--- src/rtl/regfile_block_xfer_ctrl.sv ---
// Load/store-multiple sequencer: walks a 16-bit register list lowest-first, one memory beat per register.
// Optional base-register writeback (wb/base_reg ports, WB state) is built when REGFILE_XFER_WRITEBACK_EN is defined.
module regfile_block_xfer_ctrl #(
  parameter int DATA_W     = 32,
  parameter int ADDR_W     = 32,
  parameter int WORD_BYTES = 4
) (
  input  logic              clk,
  input  logic              reset,
  input  logic              start,
  input  logic              load,
  input  logic              incr,
  input  logic [15:0]       reg_list,
  input  logic [ADDR_W-1:0] base,
`ifdef REGFILE_XFER_WRITEBACK_EN
  input  logic              wb,
  input  logic [3:0]        base_reg,
`endif
  output logic              busy,
  output logic              done,
  output logic [ADDR_W-1:0] final_addr,
  output logic              rf_ld,
  output logic [3:0]        rf_dsel,
  output logic [DATA_W-1:0] rf_wdata,
  output logic [3:0]        rf_rsel,
  input  logic [DATA_W-1:0] rf_rdata,
  output logic              mem_req,
  output logic              mem_we,
  output logic [ADDR_W-1:0] mem_addr,
  output logic [DATA_W-1:0] mem_wdata,
  input  logic [DATA_W-1:0] mem_rdata,
  input  logic              mem_ack
);

`ifdef REGFILE_XFER_WRITEBACK_EN
  typedef enum logic [1:0] {S_IDLE, S_XFER, S_WB, S_DONE} state_t;
  localparam state_t S_LAST = S_WB;
`else
  typedef enum logic [1:0] {S_IDLE, S_XFER, S_DONE} state_t;
  localparam state_t S_LAST = S_DONE;
`endif

  localparam logic [ADDR_W-1:0] STEP = ADDR_W'(WORD_BYTES);

  state_t            state, state_nxt;
  logic              load_q;
  logic [15:0]       pending, pending_nxt;
  logic [ADDR_W-1:0] addr_q, final_q, span;
  logic [4:0]        list_cnt;
  logic [3:0]        cur;
  logic              rf_ld_q;
  logic [3:0]        rf_dsel_q;
  logic [DATA_W-1:0] rf_wdata_q;
`ifdef REGFILE_XFER_WRITEBACK_EN
  logic              wb_q;
  logic [3:0]        base_reg_q;
`endif

  function automatic logic [4:0] popcount16(input logic [15:0] v);
    logic [4:0] c;
    c = '0;
    for (int i = 0; i < 16; i++) c = c + {4'd0, v[i]};
    return c;
  endfunction

  function automatic logic [3:0] lowest_set(input logic [15:0] v);
    logic [3:0] idx;
    idx = '0;
    for (int i = 15; i >= 0; i--) if (v[i]) idx = 4'(i);
    return idx;
  endfunction

  always_comb begin
    list_cnt    = popcount16(reg_list);
    span        = STEP * ADDR_W'(list_cnt);
    cur         = lowest_set(pending);
    pending_nxt = pending & ~(16'd1 << cur);
  end

  always_ff @(posedge clk) begin
    if (reset) state <= S_IDLE;
    else       state <= state_nxt;
  end

  // NOTE: every output and next-state gets a default before the case, so no path leaves one unassigned (no latch).
  always_comb begin
    state_nxt  = state;
    busy       = 1'b0;
    done       = 1'b0;
    mem_req    = 1'b0;
    mem_we     = 1'b0;
    mem_addr   = '0;
    mem_wdata  = '0;
    rf_rsel    = '0;
    final_addr = '0;
    case (state)
      S_IDLE: begin
        if (start) begin
          if (list_cnt != 5'd0) state_nxt = S_XFER;
`ifdef REGFILE_XFER_WRITEBACK_EN
          else if (wb)          state_nxt = S_WB;
`endif
          else                  state_nxt = S_DONE;
        end
      end
      S_XFER: begin
        busy       = 1'b1;
        mem_req    = 1'b1;
        mem_we     = ~load_q;
        mem_addr   = addr_q;
        rf_rsel    = cur;
        mem_wdata  = load_q ? '0 : rf_rdata;
        final_addr = final_q;
        if (mem_ack && pending_nxt == 16'd0) state_nxt = S_LAST;
      end
`ifdef REGFILE_XFER_WRITEBACK_EN
      S_WB: begin
        busy       = 1'b1;
        final_addr = final_q;
        state_nxt  = S_DONE;
      end
`endif
      S_DONE: begin
        busy       = 1'b1;
        done       = 1'b1;
        final_addr = final_q;
        state_nxt  = S_IDLE;
      end
      default: state_nxt = S_IDLE;
    endcase
  end

  always_ff @(posedge clk) begin
    if (reset) begin
      load_q     <= 1'b0;
      pending    <= '0;
      addr_q     <= '0;
      final_q    <= '0;
      rf_ld_q    <= 1'b0;
      rf_dsel_q  <= '0;
      rf_wdata_q <= '0;
`ifdef REGFILE_XFER_WRITEBACK_EN
      wb_q       <= 1'b0;
      base_reg_q <= '0;
`endif
    end else begin
      // NOTE: the register-file write port clears every cycle, so a write is a single-cycle pulse and reset drops it.
      rf_ld_q    <= 1'b0;
      rf_dsel_q  <= '0;
      rf_wdata_q <= '0;
      case (state)
        S_IDLE: begin
          if (start) begin
            load_q  <= load;
            pending <= reg_list;
            addr_q  <= incr ? base : base - span;
            final_q <= incr ? base + span : base - span;
`ifdef REGFILE_XFER_WRITEBACK_EN
            wb_q       <= wb & ~(load & reg_list[base_reg]);
            base_reg_q <= base_reg;
`endif
          end
        end
        S_XFER: begin
          if (mem_ack) begin
            pending <= pending_nxt;
            addr_q  <= addr_q + STEP;
            if (load_q) begin
              rf_ld_q    <= 1'b1;
              rf_dsel_q  <= cur;
              rf_wdata_q <= mem_rdata;
            end
          end
        end
`ifdef REGFILE_XFER_WRITEBACK_EN
        S_WB: begin
          if (wb_q) begin
            rf_ld_q    <= 1'b1;
            rf_dsel_q  <= base_reg_q;
            rf_wdata_q <= DATA_W'(final_q);
          end
        end
`endif
        default: ;
      endcase
    end
  end

  assign rf_ld    = rf_ld_q;
  assign rf_dsel  = rf_dsel_q;
  assign rf_wdata = rf_wdata_q;

endmodule

--- config.mk ---
export PLATFORM = sky130hd
export DESIGN_NAME = regfile_block_xfer_ctrl
export DESIGN_NICKNAME = d
export VERILOG_FILES = /design/src/rtl/regfile_block_xfer_ctrl.sv
export SDC_FILE = /design/constraint.sdc
export NUM_CORES = 1
export LEC_CHECK = 0
export BUFFER_PORTS_ARGS = -buffer_cell sky130_fd_sc_hd__clkbuf_2
export CAP_MARGIN = 20
export CORE_UTILIZATION = 50
export DETAILED_ROUTE_END_ITERATION = 8
export GPL_TIMING_DRIVEN = 0
export PLACE_DENSITY = 0.87
export SLEW_MARGIN = 30
export SYNTH_ARGS = -nofsm -noshare
export SYNTH_HDL_FRONTEND = slang
export SYNTH_SLANG_ARGS = --single-unit
--- constraint.sdc ---
create_clock -name clk -period 11.4 [get_ports clk]
set_input_delay 3.42 -clock clk [delete_from_list [all_inputs] [get_ports clk]]
set_output_delay 3.42 -clock clk [all_outputs]
set_load 0.02 [all_outputs]
==> reports/results.tsv, run 1 <==
stage	metric	value	unit
worst_setup_path	worstPathCellList	clkbuf_2 -> fa_1 -> inv_1 -> fa_1 -> inv_1 -> fa_1 -> inv_1 -> fa_1 -> inv_1 -> ha_1 -> fa_1 -> xor2_1 -> ha_1 -> clkbuf_1 -> nand2b_1 -> a21oi_1 -> o21bai_1 -> nand4_2 -> nor4_4 -> xnor2_1 -> a2111oi_2	
die	die-area	0.0164	mm2
final_layout	fin_nets	1467	
die	row_count	45	
power_and_ir_drop	p_int	1.35	mW
logic_synthesis	ys_async_sr_fraction	0	%
timing	finalCriticalPeriod	9.06	ns
logic_synthesis	yosysTopAreaCell	dfxtp_1	
die	num_io_pins	259	
power_and_ir_drop	switching_share	50.1	%
grt	antenna_found_initial	0	
logic_synthesis	synthCells	1049	
logic_synthesis	synth_cell_types	77	
power_and_ir_drop	pwr-share-clk	20.0	%
route	first_pass_iters	7	
worst_setup_path	cp-start-kind	input pin	
worst_setup_path	crit_buf_inv	6	
timing	setup_slack	2.34	ns
logic_synthesis	synth_seq_cells	120	
worst_setup_path	cp_top_family	adder cells	
logic_synthesis	synth_area_leaders	dfxtp_1 30%, and2_1 10%, a21oi_1 5.7%	
placed_design	io_buffers	248	
worst_setup_path	r2r-end	pending[3]$_SDFFE_PP0P_	
timing	max_freq	110	MHz
clocking	hold_buffers	0	
grt	grt.overflow.total	0	
timing	hold_viol	0	
route	vias_per_cell	5.85	
worst_hold_path	holdPathStages	2	
power_and_ir_drop	switching_power	1.35	mW
route	drt_iter0_drc	968	
clocking	htreeDepth	4	
route	drtAntennaViolNets	0	
grt	grt_pass1_vias	8465	
clocking	post_cts_resized	0	
worst_setup_path	critical_path_class	in -> reg	
worst_setup_path	cp.arrival	9.38	ns
flow_run	drv_cap	0	
logic_synthesis	ys.flop_type	dfxtp_1	
worst_setup_path	crit_required	11.73	ns
logic_synthesis	syn_nets	1200	
die	die_w	128	um
power_and_ir_drop	powerDensity	270	mW/mm2
logic_synthesis	ys_warn_count	0	
clocking	postCtsSetupBuffers	0	
worst_setup_path	reg2reg_from	state[1]$_SDFFE_PP0P_	
worst_hold_path	min_path_type	reg -> reg	
final_layout	layout-drive-gt1-share	23.5	%
logic_synthesis	yosys.area.top_type_share	30.3	%
placed_design	dp.cells	1508	
worst_setup_path	critPathSlowestCell	o21bai_1	
route	vias	9011	
logic_synthesis	yosysSeqAreaShare	30.3	%
power_and_ir_drop	p_leak	4.41	nW
final_layout	area_growth_syn_to_layout	26.4	%
timing	setup_viol	0	
power_and_ir_drop	ir_drop	156	uV
clocking	cts_tree	built	
timing	relSlewSlack	37.5	%
timing	rsz0062_at_grt	no	
timing	maxSlewViolCount	0	
timing	worstMarginPinSlew	0.930	ns
worst_hold_path	min_to	final_q[0]$_SDFFE_PP0P_	
grt	grt_pass1_wl	45.9	mm
worst_setup_path	slowest_delay	0.64	ns
worst_setup_path	r2r_cells	9	
worst_setup_path	setup.worst_path.start	reg_list[11]	
timing	period_share	79.4	%
grt	grt_max_degree	17	
clocking	clock_sink_count	120	
route	drc	0	
placed_design	globalplace.congestion	0.946	
logic_synthesis	synth_edf_count	0	
worst_setup_path	r2r_slack	7.86	ns
power_and_ir_drop	finalPower	2.70	mW
logic_synthesis	syn_area	0.00792	mm2
route	routedWlPerCell	19.6	um
route	wl	30.2	mm
worst_hold_path	worstHoldStart	final_q[0]$_SDFFE_PP0P_	
worst_setup_path	path_max_fanout	9	
worst_setup_path	crit_top_cell	fa_1	
worst_setup_path	cp-end-kind	register	
timing	tns	0	ns
clocking	cts_buffers	17	
power_and_ir_drop	power_frac_seq	23.2	%
timing	fin_skew	0.0104	ns
grt	grt_usage	36.8	%
clocking	cts.clk_slew.worst_paths	0.06	ns
clocking	clk_latency	0.43	ns
final_layout	diodes	0	
die	die_y	128	um
power_and_ir_drop	combPwrFrac	56.8	%
status	status	finished, final reports clean	
clocking	clock_path_buffers	2	
clocking	cts_root_buf	clkbuf_16	
logic_synthesis	syn_avg_cell_area	7.55	um2
die	core	0.0153	mm2
die	initial_core_util	51.7	%
placed_design	pre_cts_slack	2.00	ns
final_layout	finalNonFillerCells	1540	
placed_design	dp_hpwl	23.1	mm
## registers in the layout, indices dropped and copies added, names as in the netlist
| name | flops |
|---|---|
| rf_dsel | 4 |
| final_q | 32 |
| rf_ld | 1 |
| rf_wdata | 32 |
| load_q | 1 |
| pending | 16 |
| state | 2 |
| addr_q | 32 |
## metrics by stage
step	area [um2]	util [%]	hold slack (ns)
final	10000	65.4	0.450
after global routing	10000	65.4	0.467
after CTS	10000	65.4	0.453
after detailed placement	9430	61.6	0.442
after global placement	9430	61.6	0.436
after floorplan	7920	-	0.427
## power groups by stage
stage | clock, mW | combinational [mW] | sequential, mW
5_1_grt | 0.563 | 1.67 | 0.639
3_3_place_gp | 0 | 1.47 | 0.625
2_1_floorplan | 0 | 1.04 | 0.598
3_5_place_dp | 0 | 1.49 | 0.627
4_1_cts | 0.539 | 1.50 | 0.620
6_report | 0.540 | 1.53 | 0.626
## logic make-up after synthesis
| family | share of synthesized area (%) |
|---|---|
| AOI/OAI and AO/OA | 20.2 |
| xor gates and xnor gates | 4.42 |
| adders and majority gates | 6.35 |
| buffers and inverters | 5.92 |
| DFF | 30.3 |
| muxes | 0.379 |
| and+or+nand+nor | 32.4 |
## worst max-delay path by stage
stage | cells past startpoint | to | slack (ns)
after floorplan | 20 | addr_q[28]$_SDFFE_PP0P_ | 2.86
after global placement | 21 | addr_q[28]$_SDFFE_PP0P_ | 2.13
after detailed placement | 21 | addr_q[28]$_SDFFE_PP0P_ | 2.00
after CTS | 21 | addr_q[28]$_SDFFE_PP0P_ | 2.43
after global routing | 21 | addr_q[28]$_SDFFE_PP0P_ | 2.05
final | 21 | addr_q[28]$_SDFFE_PP0P_ | 2.34
## metal layers
layer  GRT usage [%]  up-vias  share of wire, %
met5               0        -                 0
met4            22.9        0               5.8
met3            7.93      116                10
met2            60.6      567                46
met1            43.9     4116                38
li1                -     4212                 -
## worst reg2reg max path: stages (launching register included)
cell and delay (ns):
dfxtp_1 0.35, inv_1 0.09, ha_1 0.28, nand2b_1 0.20, a21boi_0 0.40, o21ai_1 0.42
nor2_1 0.83, clkbuf_1 0.59, nand2_1 0.14, a21oi_1 0.15
## final cells by class
| cell class | instances | area (um2) |
|---|---|---|
| plain buffers | 72 | 289 |
| clock buffers | 17 | 425 |
| clock inverters | 15 | 155 |
| fillers | 1364 | 5300 |
| inverters | 48 | 180 |
| multi-input cells | 809 | 5060 |
| flip-flops and latches | 120 | 2400 |
| well taps | 211 | 264 |
| repair buffers | 248 | 1240 |
## cells in the final DEF, fill, tap and decap left out, types with 14 or more instances in the layout
| master | count |
|---|---|
| o21ai_0 | 62 |
| nand3_1 | 47 |
| and3_1 | 17 |
| and2_1 | 132 |
| a21oi_1 | 90 |
| clkbuf_1 | 61 |
| xor2_1 | 19 |
| nor3_1 | 31 |
| clkbuf_2 | 248 |
| ha_1 | 21 |
| nor2_1 | 65 |
| inv_1 | 47 |
| clkbuf_16 | 17 |
| a31oi_1 | 14 |
| nand2_1 | 109 |
| xnor2_1 | 21 |
| dfxtp_1 | 120 |
## cell usage after synthesis, types with 6 or more instances
| cell | count |
|---|---|
| a21oi_1 | 90 |
| nand4_1 | 12 |
| dfxtp_1 | 120 |
| nand2_1 | 109 |
| or3_1 | 11 |
| a211oi_1 | 9 |
| xnor2_1 | 21 |
| o21ai_0 | 62 |
| nand3_1 | 47 |
| clkbuf_1 | 61 |
| o22ai_1 | 7 |
| buf_1 | 6 |
| xor2_1 | 19 |
| nor4_1 | 11 |
| a21o_1 | 7 |
| a31oi_1 | 14 |
| nor3_1 | 32 |
| and2_1 | 132 |
| or4_1 | 7 |
| nand2b_1 | 8 |
| inv_1 | 47 |
| ha_1 | 21 |
| nor2_1 | 65 |
| fa_1 | 12 |
| and3_1 | 17 |
(Power assumes the default switching activity.)
==> run 2, diff against run 1 <==
--- a/config.mk
+++ b/config.mk
@@ -5,12 +5,13 @@
 export SDC_FILE = /design/constraint.sdc
 export NUM_CORES = 1
 export LEC_CHECK = 0
+export ABC_AREA = 1
 export BUFFER_PORTS_ARGS = -buffer_cell sky130_fd_sc_hd__clkbuf_2
 export CAP_MARGIN = 20
 export CORE_UTILIZATION = 50
 export DETAILED_ROUTE_END_ITERATION = 8
 export GPL_TIMING_DRIVEN = 0
-export PLACE_DENSITY = 0.87
+export PLACE_DENSITY = 0.86
 export SLEW_MARGIN = 30
 export SYNTH_ARGS = -nofsm -noshare
 export SYNTH_HDL_FRONTEND = slang
==> constraint.sdc (replaced) <==
create_clock -name clk -period 8.4 [get_ports clk]
set_input_delay 2.52 -clock clk [delete_from_list [all_inputs] [get_ports clk]]
set_output_delay 2.52 -clock clk [all_outputs]
set_load 0.02 [all_outputs]
==> reports/results.tsv, run 2 <==
stage	metric	value	unit	change
clocking	cts_root_buf	clkbuf_16		
die	die_w	133	um	+4.0%
clocking	htreeDepth	4		unchanged
timing	setup_viol	0		unchanged
grt	grt_max_degree	17		unchanged
final_layout	n_fill_cell	1573		+15%
final_layout	final_common_cell	inv_1		
grt	grt_use_met2	55.7	%	-4.9 points
route	vias	10274		+14%
logic_synthesis	yosysTopAreaCell	dfxtp_1		
clocking	postCtsSetupBuffers	0		unchanged
logic_synthesis	synth_edf_count	0		unchanged
clocking	cts_tree	built		
worst_setup_path	crit_top_cell	fa_1		
grt	grt.overflow.total	0		unchanged
logic_synthesis	muxShareOfSynthArea	0	%	-0.38 points
placed_design	globalplace.congestion	0.990		+4.6%
logic_synthesis	synth_area_leaders	dfxtp_1 28%, inv_1 12%, nand2_1 11%		
logic_synthesis	yosysSeqAreaShare	28.0	%	-2.3 points
die	num_io_pins	259		unchanged
final_layout	finalNonFillerCells	1888		+23%
power_and_ir_drop	switching_power	1.95	mW	+44%
clocking	clk_latency	0.44	ns	about the same
worst_setup_path	critical_path_class	in -> reg		
logic_synthesis	syn_area	0.00858	mm2	+8.2%
worst_hold_path	min_to	pending[7]$_SDFFE_PP0P_		
timing	finalCriticalPeriod	7.94	ns	
logic_synthesis	yosys.area_share.simple	29.8	%	-2.6 points
worst_setup_path	cp-start-kind	input pin		
final_layout	diodes	0		unchanged
worst_setup_path	path_max_fanout	4		-5
logic_synthesis	synth_top_family_by_area	simple AND/OR/NAND/NOR gates		
power_and_ir_drop	powerDensity	352	mW/mm2	+31%
worst_setup_path	cp.arrival	8.24	ns	-1.14 ns
power_and_ir_drop	pwr-share-clk	19.8	%	-0.2 points
grt	top_usage_layer	met2		
power_and_ir_drop	power_frac_seq	23.5	%	+0.3 points
logic_synthesis	yosysMostFrequentCell	inv_1		
clocking	cts_buffers	17		unchanged
placed_design	io_buffers	253		+2.0%
grt	grtUsageMet3	8.47	%	+0.54 points
die	die_y	133	um	+4.0%
worst_hold_path	worstHoldStart	pending[7]$_SDFFE_PP0P_		
logic_synthesis	ys_async_sr_fraction	0	%	unchanged
clocking	cts.clk_slew.worst_paths	0.06	ns	about the same
timing	period_share	94.5	%	
flow_run	drv_cap	0		unchanged
power_and_ir_drop	p_int	1.82	mW	+35%
final_layout	fin_nets	1806		+23%
route	drc	0		unchanged
final_layout	layout_common_cells	285 x inv_1, 255 x nand2_1, 253 x clkbuf_2, 162 x nor2_1, 120 x dfxtp_1		
route	first_pass_iters	8		+1
worst_setup_path	reg2reg_from	addr_q[2]$_SDFFE_PP0P_		
logic_synthesis	synthCells	1383		+32%
logic_synthesis	synth_xor_area_share	1.84	%	-2.6 points
grt	grt_pass1_wl	47.4	mm	+3.2%
logic_synthesis	ys_warn_count	0		unchanged
route	routedWlPerCell	16.1	um	-18%
logic_synthesis	syn_nets	1534		+28%
logic_synthesis	synth_cell_types	48		-38%
timing	maxSlewViolCount	0		unchanged
clocking	post_cts_resized	0		unchanged
logic_synthesis	ys.flop_type	dfxtp_1		
route	vias_per_cell	5.44		-7.0%
logic_synthesis	synth-compound-area-share	18.6	%	-1.6 points
worst_setup_path	r2r_slack	5.58	ns	-2.28 ns
route	drt_iter0_drc	1199		+24%
grt	antenna_found_initial	0		unchanged
timing	fin_skew	0.00821	ns	-0.00215 ns
logic_synthesis	synthAdderAreaFrac	5.87	%	-0.48 points
logic_synthesis	syn_avg_cell_area	6.20	um2	-18%
clocking	clock_sink_count	120		unchanged
power_and_ir_drop	combPwrFrac	56.7	%	about the same
die	initial_core_util	51.5	%	-0.20 points
final_layout	area_growth_syn_to_layout	24.9	%	
clocking	hold_buffers	0		unchanged
worst_setup_path	slowest_delay	0.60	ns	-0.04 ns
power_and_ir_drop	p_leak	5.91	nW	+34%
placed_design	dp_hpwl	23.7	mm	+2.4%
logic_synthesis	yosys.area.top_type_share	28.0	%	-2.3 points
grt	grt_use_met1	41.7	%	-2.2 points
grt	grt_pass1_vias	9404		+11%
logic_synthesis	synth_seq_cells	120		unchanged
worst_setup_path	critPathSlowestCell	fa_1		
worst_setup_path	r2r_cells	18		+9
placed_design	dp.cells	1856		+23%
worst_hold_path	min_path_type	reg -> reg		
worst_setup_path	r2r-end	addr_q[20]$_SDFFE_PP0P_		
timing	rsz0062_at_grt	no		
route	wl	30.5	mm	+0.73%
clocking	clock_path_buffers	2		unchanged
power_and_ir_drop	switching_share	51.7	%	+1.6 points
worst_hold_path	holdPathStages	2		unchanged
timing	relSlewSlack	39.8	%	+2.3 points
logic_synthesis	synth_commonest_cells	285 x inv_1, 255 x nand2_1, 162 x nor2_1		
route	drtAntennaViolNets	0		unchanged
timing	worstMarginPinSlew	0.903	ns	-0.0268 ns
die	row_count	47		+4.4%
power_and_ir_drop	ir_drop	266	uV	+70%
grt	grt_usage	34.4	%	-2.5 points
die	die-area	0.0177	mm2	+8.1%
timing	max_freq	126	MHz	
timing	tns	0	ns	unchanged
worst_setup_path	cp-end-kind	register		
timing	hold_viol	0		unchanged
final_layout	layout-drive-gt1-share	20.3	%	-3.2 points
worst_setup_path	crit_required	8.69	ns	-3.04 ns
die	core	0.0166	mm2	+8.7%
status	status	finished, final reports clean		
run 2: worst max path at each step:
stage | from | endpoint | slack [ns] | depth (start not counted)
after global placement | reg_list[11] | addr_q[22]$_SDFFE_PP0P_ | 0.17 | 31
after global routing | reg_list[5] | final_q[23]$_SDFFE_PP0P_ | 0.04 | 33
after floorplan | reg_list[5] | addr_q[28]$_SDFFE_PP0P_ | 0.87 | 28
after detailed placement | reg_list[11] | addr_q[28]$_SDFFE_PP0P_ | 0.16 | 29
final | reg_list[5] | addr_q[28]$_SDFFE_PP0P_ | 0.46 | 29
after CTS | reg_list[11] | addr_q[28]$_SDFFE_PP0P_ | 0.52 | 29
run 2: area by class of cell:
cell class	count	area [um2]	share of cell area, %
Clock buffer	18	429	4.01
Multi-Input combinational cell	906	4810	44.9
Buffer	63	263	2.45
Inverter	294	1100	10.3
Tap cell	220	275	2.57
Sequential cell	120	2400	22.4
Clock inverter	14	165	1.54
Timing Repair Buffer	253	1270	11.8
run 2: cells by family (layout without fill, tap and decap cells):
| group | after synthesis | in the layout |
|---|---|---|
| buffers and inverters | 357 | 642 |
| and+or+nand+nor | 573 | 573 |
| AOI/OAI and AO/OA | 282 | 282 |
| adders and majority gates | 33 | 33 |
| DFF | 120 | 120 |
| xor gates and xnor gates | 18 | 18 |
run 2: per-layer routing:
metal,vias to the layer above,routed length [um]
li1,4934,-
met3,126,3390
met4,0,1540
met5,-,0
met2,683,13900
met1,4531,11600
run 2: power by group through the flow:
stage	sequential [mW]	clock, mW	combinational [mW]
finish	0.886	0.747	2.14
global route	0.901	0.775	2.35
CTS	0.876	0.747	2.09
detailed placement	0.885	0	2.07
global placement	0.880	0	2.04
floorplan	0.845	0	1.46
run 2: critical path: cells and delay by family:
| kind | cells | cell delay (ns) |
|---|---|---|
| and+or+nand+nor | 10 | 1.27 |
| adders and majority gates | 7 | 3.26 |
| buffers and inverters | 6 | 0.44 |
| AOI/OAI and AO/OA | 6 | 0.74 |
run 2: per-stage QoR:
stage | total power [mW] | util [%] | hold slack [ns] | setup slack (ns) | area (um2)
2_1_floorplan | 2.31 | - | 0.445 | 0.867 | 8580
3_3_place_gp | 2.92 | 60.8 | 0.455 | 0.174 | 10100
3_5_place_dp | 2.95 | 60.8 | 0.456 | 0.156 | 10100
4_1_cts | 3.71 | 64.4 | 0.473 | 0.522 | 10700
5_1_grt | 4.02 | 64.4 | 0.490 | 0.0434 | 10700
6_report | 3.77 | 64.4 | 0.474 | 0.458 | 10700
==> run 3, diff against run 2 <==
--- a/config.mk
+++ b/config.mk
@@ -10,7 +10,6 @@
 export CAP_MARGIN = 20
 export CORE_UTILIZATION = 50
 export DETAILED_ROUTE_END_ITERATION = 8
-export GPL_TIMING_DRIVEN = 0
 export PLACE_DENSITY = 0.86
 export SLEW_MARGIN = 30
 export SYNTH_ARGS = -nofsm -noshare
==> constraint.sdc (replaced) <==
create_clock -name clk -period 9.5 [get_ports clk]
set_input_delay 2.85 -clock clk [delete_from_list [all_inputs] [get_ports clk]]
set_output_delay 2.85 -clock clk [all_outputs]
set_load 0.02 [all_outputs]
==> reports/results.tsv, run 3 (same netlist as run 2, synthesis figures left out) <==
stage	metric	value	unit	change
status	status	finished, final reports clean		
grt	grt_max_degree	88		+71
final_layout	finalNonFillerCells	1839		-2.6%
flow_run	drv_cap	0		unchanged
die	die-area	0.0177	mm2	unchanged
clocking	post_cts_resized	0		unchanged
die	die_w	133	um	unchanged
power_and_ir_drop	powerDensity	302	mW/mm2	-14%
worst_setup_path	cp.arrival	8.52	ns	+0.28 ns
grt	grt_pass1_wl	41.8	mm	-12%
worst_setup_path	cp-end-kind	register		
grt	grt.overflow.total	0		unchanged
timing	max_freq	122	MHz	
die	num_io_pins	259		unchanged
die	core	0.0166	mm2	unchanged
route	routedWlPerCell	14.2	um	-12%
worst_hold_path	min_path_type	reg -> reg		
route	wl	26.2	mm	-14%
timing	hold_viol	0		unchanged
worst_setup_path	crit_required	9.84	ns	+1.15 ns
timing	rsz0062_at_grt	no		
final_layout	layout_common_cells	285 x inv_1, 258 x clkbuf_2, 255 x nand2_1, 162 x nor2_1, 120 x dfxtp_1		
power_and_ir_drop	pwr-share-clk	20.3	%	+0.5 points
power_and_ir_drop	switching_share	50.7	%	-0.97 points
worst_setup_path	path_max_fanout	4		unchanged
worst_setup_path	setup.worst_path.start	reg_list[5]		
power_and_ir_drop	power_frac_seq	24.3	%	+0.8 points
timing	relSlewSlack	39.2	%	-0.62 points
clocking	clock_sink_count	120		unchanged
final_layout	layout-drive-gt1-share	21.1	%	+0.86 points
timing	tns	0	ns	unchanged
timing	worstMarginPinSlew	0.912	ns	+0.00936 ns
timing	fin_skew	0.00837	ns	+0.000154 ns
timing	period_share	86.1	%	
clocking	clock_path_buffers	2		unchanged
placed_design	globalplace.congestion	0.953		-3.7%
route	drtAntennaViolNets	0		unchanged
grt	antenna_found_initial	0		unchanged
clocking	cts_root_buf	clkbuf_16		
worst_setup_path	cp-start-kind	input pin		
timing	finalCriticalPeriod	8.18	ns	
clocking	postCtsSetupBuffers	0		unchanged
worst_setup_path	r2r_cells	8		-10
worst_hold_path	holdPathStages	2		unchanged
timing	setup_viol	0		unchanged
final_layout	fin_nets	1757		-2.7%
power_and_ir_drop	p_int	1.57	mW	-14%
power_and_ir_drop	combPwrFrac	55.3	%	-1.4 points
power_and_ir_drop	ir_drop	201	uV	-25%
worst_setup_path	reg2reg_from	state[1]$_SDFFE_PP0P_		
route	drc	0		unchanged
route	drt_iter0_drc	836		-30%
worst_setup_path	r2r_slack	6.56	ns	+0.98 ns
timing	maxSlewViolCount	0		unchanged
power_and_ir_drop	switching_power	1.61	mW	-17%
placed_design	dp.cells	1807		-2.6%
clocking	cts.clk_slew.worst_paths	0.06	ns	about the same
placed_design	io_buffers	258		+2.0%
final_layout	area_growth_syn_to_layout	22.8	%	
grt	grt_pass1_vias	8489		-9.7%
placed_design	dp_hpwl	19.2	mm	-19%
power_and_ir_drop	finalPower	3.18	mW	-16%
die	row_count	47		unchanged
worst_setup_path	r2r-end	addr_q[4]$_SDFFE_PP0P_		
clocking	htreeDepth	4		unchanged
clocking	hold_buffers	0		unchanged
final_layout	diodes	0		unchanged
die	initial_core_util	51.5	%	unchanged
clocking	cts_buffers	17		unchanged
power_and_ir_drop	p_leak	5.86	nW	-0.84%
clocking	clk_latency	0.42	ns	-0.02 ns
clocking	cts_tree	built		
route	first_pass_iters	5		-3
grt	grt_usage	29.5	%	-4.9 points
die	die_y	133	um	unchanged
route	vias_per_cell	5.26		-3.4%
worst_setup_path	critical_path_class	in -> reg		
worst_setup_path	timing.critical_path.to	addr_q[24]$_SDFFE_PP0P_		
final_layout	final_common_cell	inv_1		
final_layout	utilization	63.3	%	-1.1 points
route	vias	9665		-5.9%
## run 3: final cells by class
cell class              count  area (um2)
fillers                  1549        6110
multi-input cells         906        4810
flip-flops and latches    120        2400
repair buffers            267        1360
inverters                 294        1100
clock buffers              17         425
well taps                 220         275
clock inverters            15         155
## run 3: worst min path at each step
stage / from / endpoint / slack, ns
6_report: pending[7]$_SDFFE_PP0P_ / pending[7]$_SDFFE_PP0P_ / 0.47
4_1_cts: pending[7]$_SDFFE_PP0P_ / pending[7]$_SDFFE_PP0P_ / 0.47
3_3_place_gp: pending[0]$_SDFFE_PP0P_ / pending[0]$_SDFFE_PP0P_ / 0.45
2_1_floorplan: pending[0]$_SDFFE_PP0P_ / pending[0]$_SDFFE_PP0P_ / 0.45
3_5_place_dp: pending[7]$_SDFFE_PP0P_ / pending[7]$_SDFFE_PP0P_ / 0.46
5_1_grt: addr_q[0]$_SDFFE_PP0P_ / addr_q[0]$_SDFFE_PP0P_ / 0.49
## run 3: per-stage QoR
| stage | hold WS [ns] | area (um2) | setup WS (ns) |
|---|---|---|---|
| floorplan | 0.445 | 8580 | 1.64 |
| global placement | 0.454 | 9950 | 1.09 |
| detailed placement | 0.458 | 9950 | 0.974 |
| CTS | 0.467 | 10500 | 1.36 |
| global route | 0.489 | 10500 | 0.877 |
| finish | 0.468 | 10500 | 1.32 |
## run 3: power groups by stage
stage               Combinational (mW)  Sequential, mW  Clock [mW]
finish                            1.76           0.774       0.647
CTS                               1.74           0.771       0.656
global route                      1.95           0.794       0.675
global placement                  1.70           0.775           0
detailed placement                1.72           0.780           0
floorplan                         1.29           0.747           0
## run 3: routing by layer
| metal | vias to the layer above | track usage, % | routed length, um |
|---|---|---|---|
| met5 | - | 0 | 0 |
| li1 | 4838 | - | - |
| met2 | 511 | 49.7 | 12500 |
| met4 | 0 | 12.8 | 770 |
| met3 | 61 | 4.44 | 2220 |
| met1 | 4255 | 37.3 | 10700 |
## run 3: critical path: stages
cell,delay (ns)
clkbuf_2,0.10
inv_1,0.06
fa_1,0.55
inv_1,0.05
fa_1,0.45
fa_1,0.54
inv_1,0.06
fa_1,0.49
inv_1,0.05
ha_1,0.21
fa_1,0.61
inv_1,0.11
fa_1,0.43
nand2_1,0.09
nor2_1,0.05
o21ai_1,0.20
nand2_1,0.13
nor2_2,0.13
nand3b_1,0.14
nor2_2,0.16
nand3_2,0.12
inv_1,0.09
nand2_2,0.09
nor3_2,0.15
nand2_1,0.10
a21oi_1,0.23
o21ai_1,0.10
a21oi_1,0.18
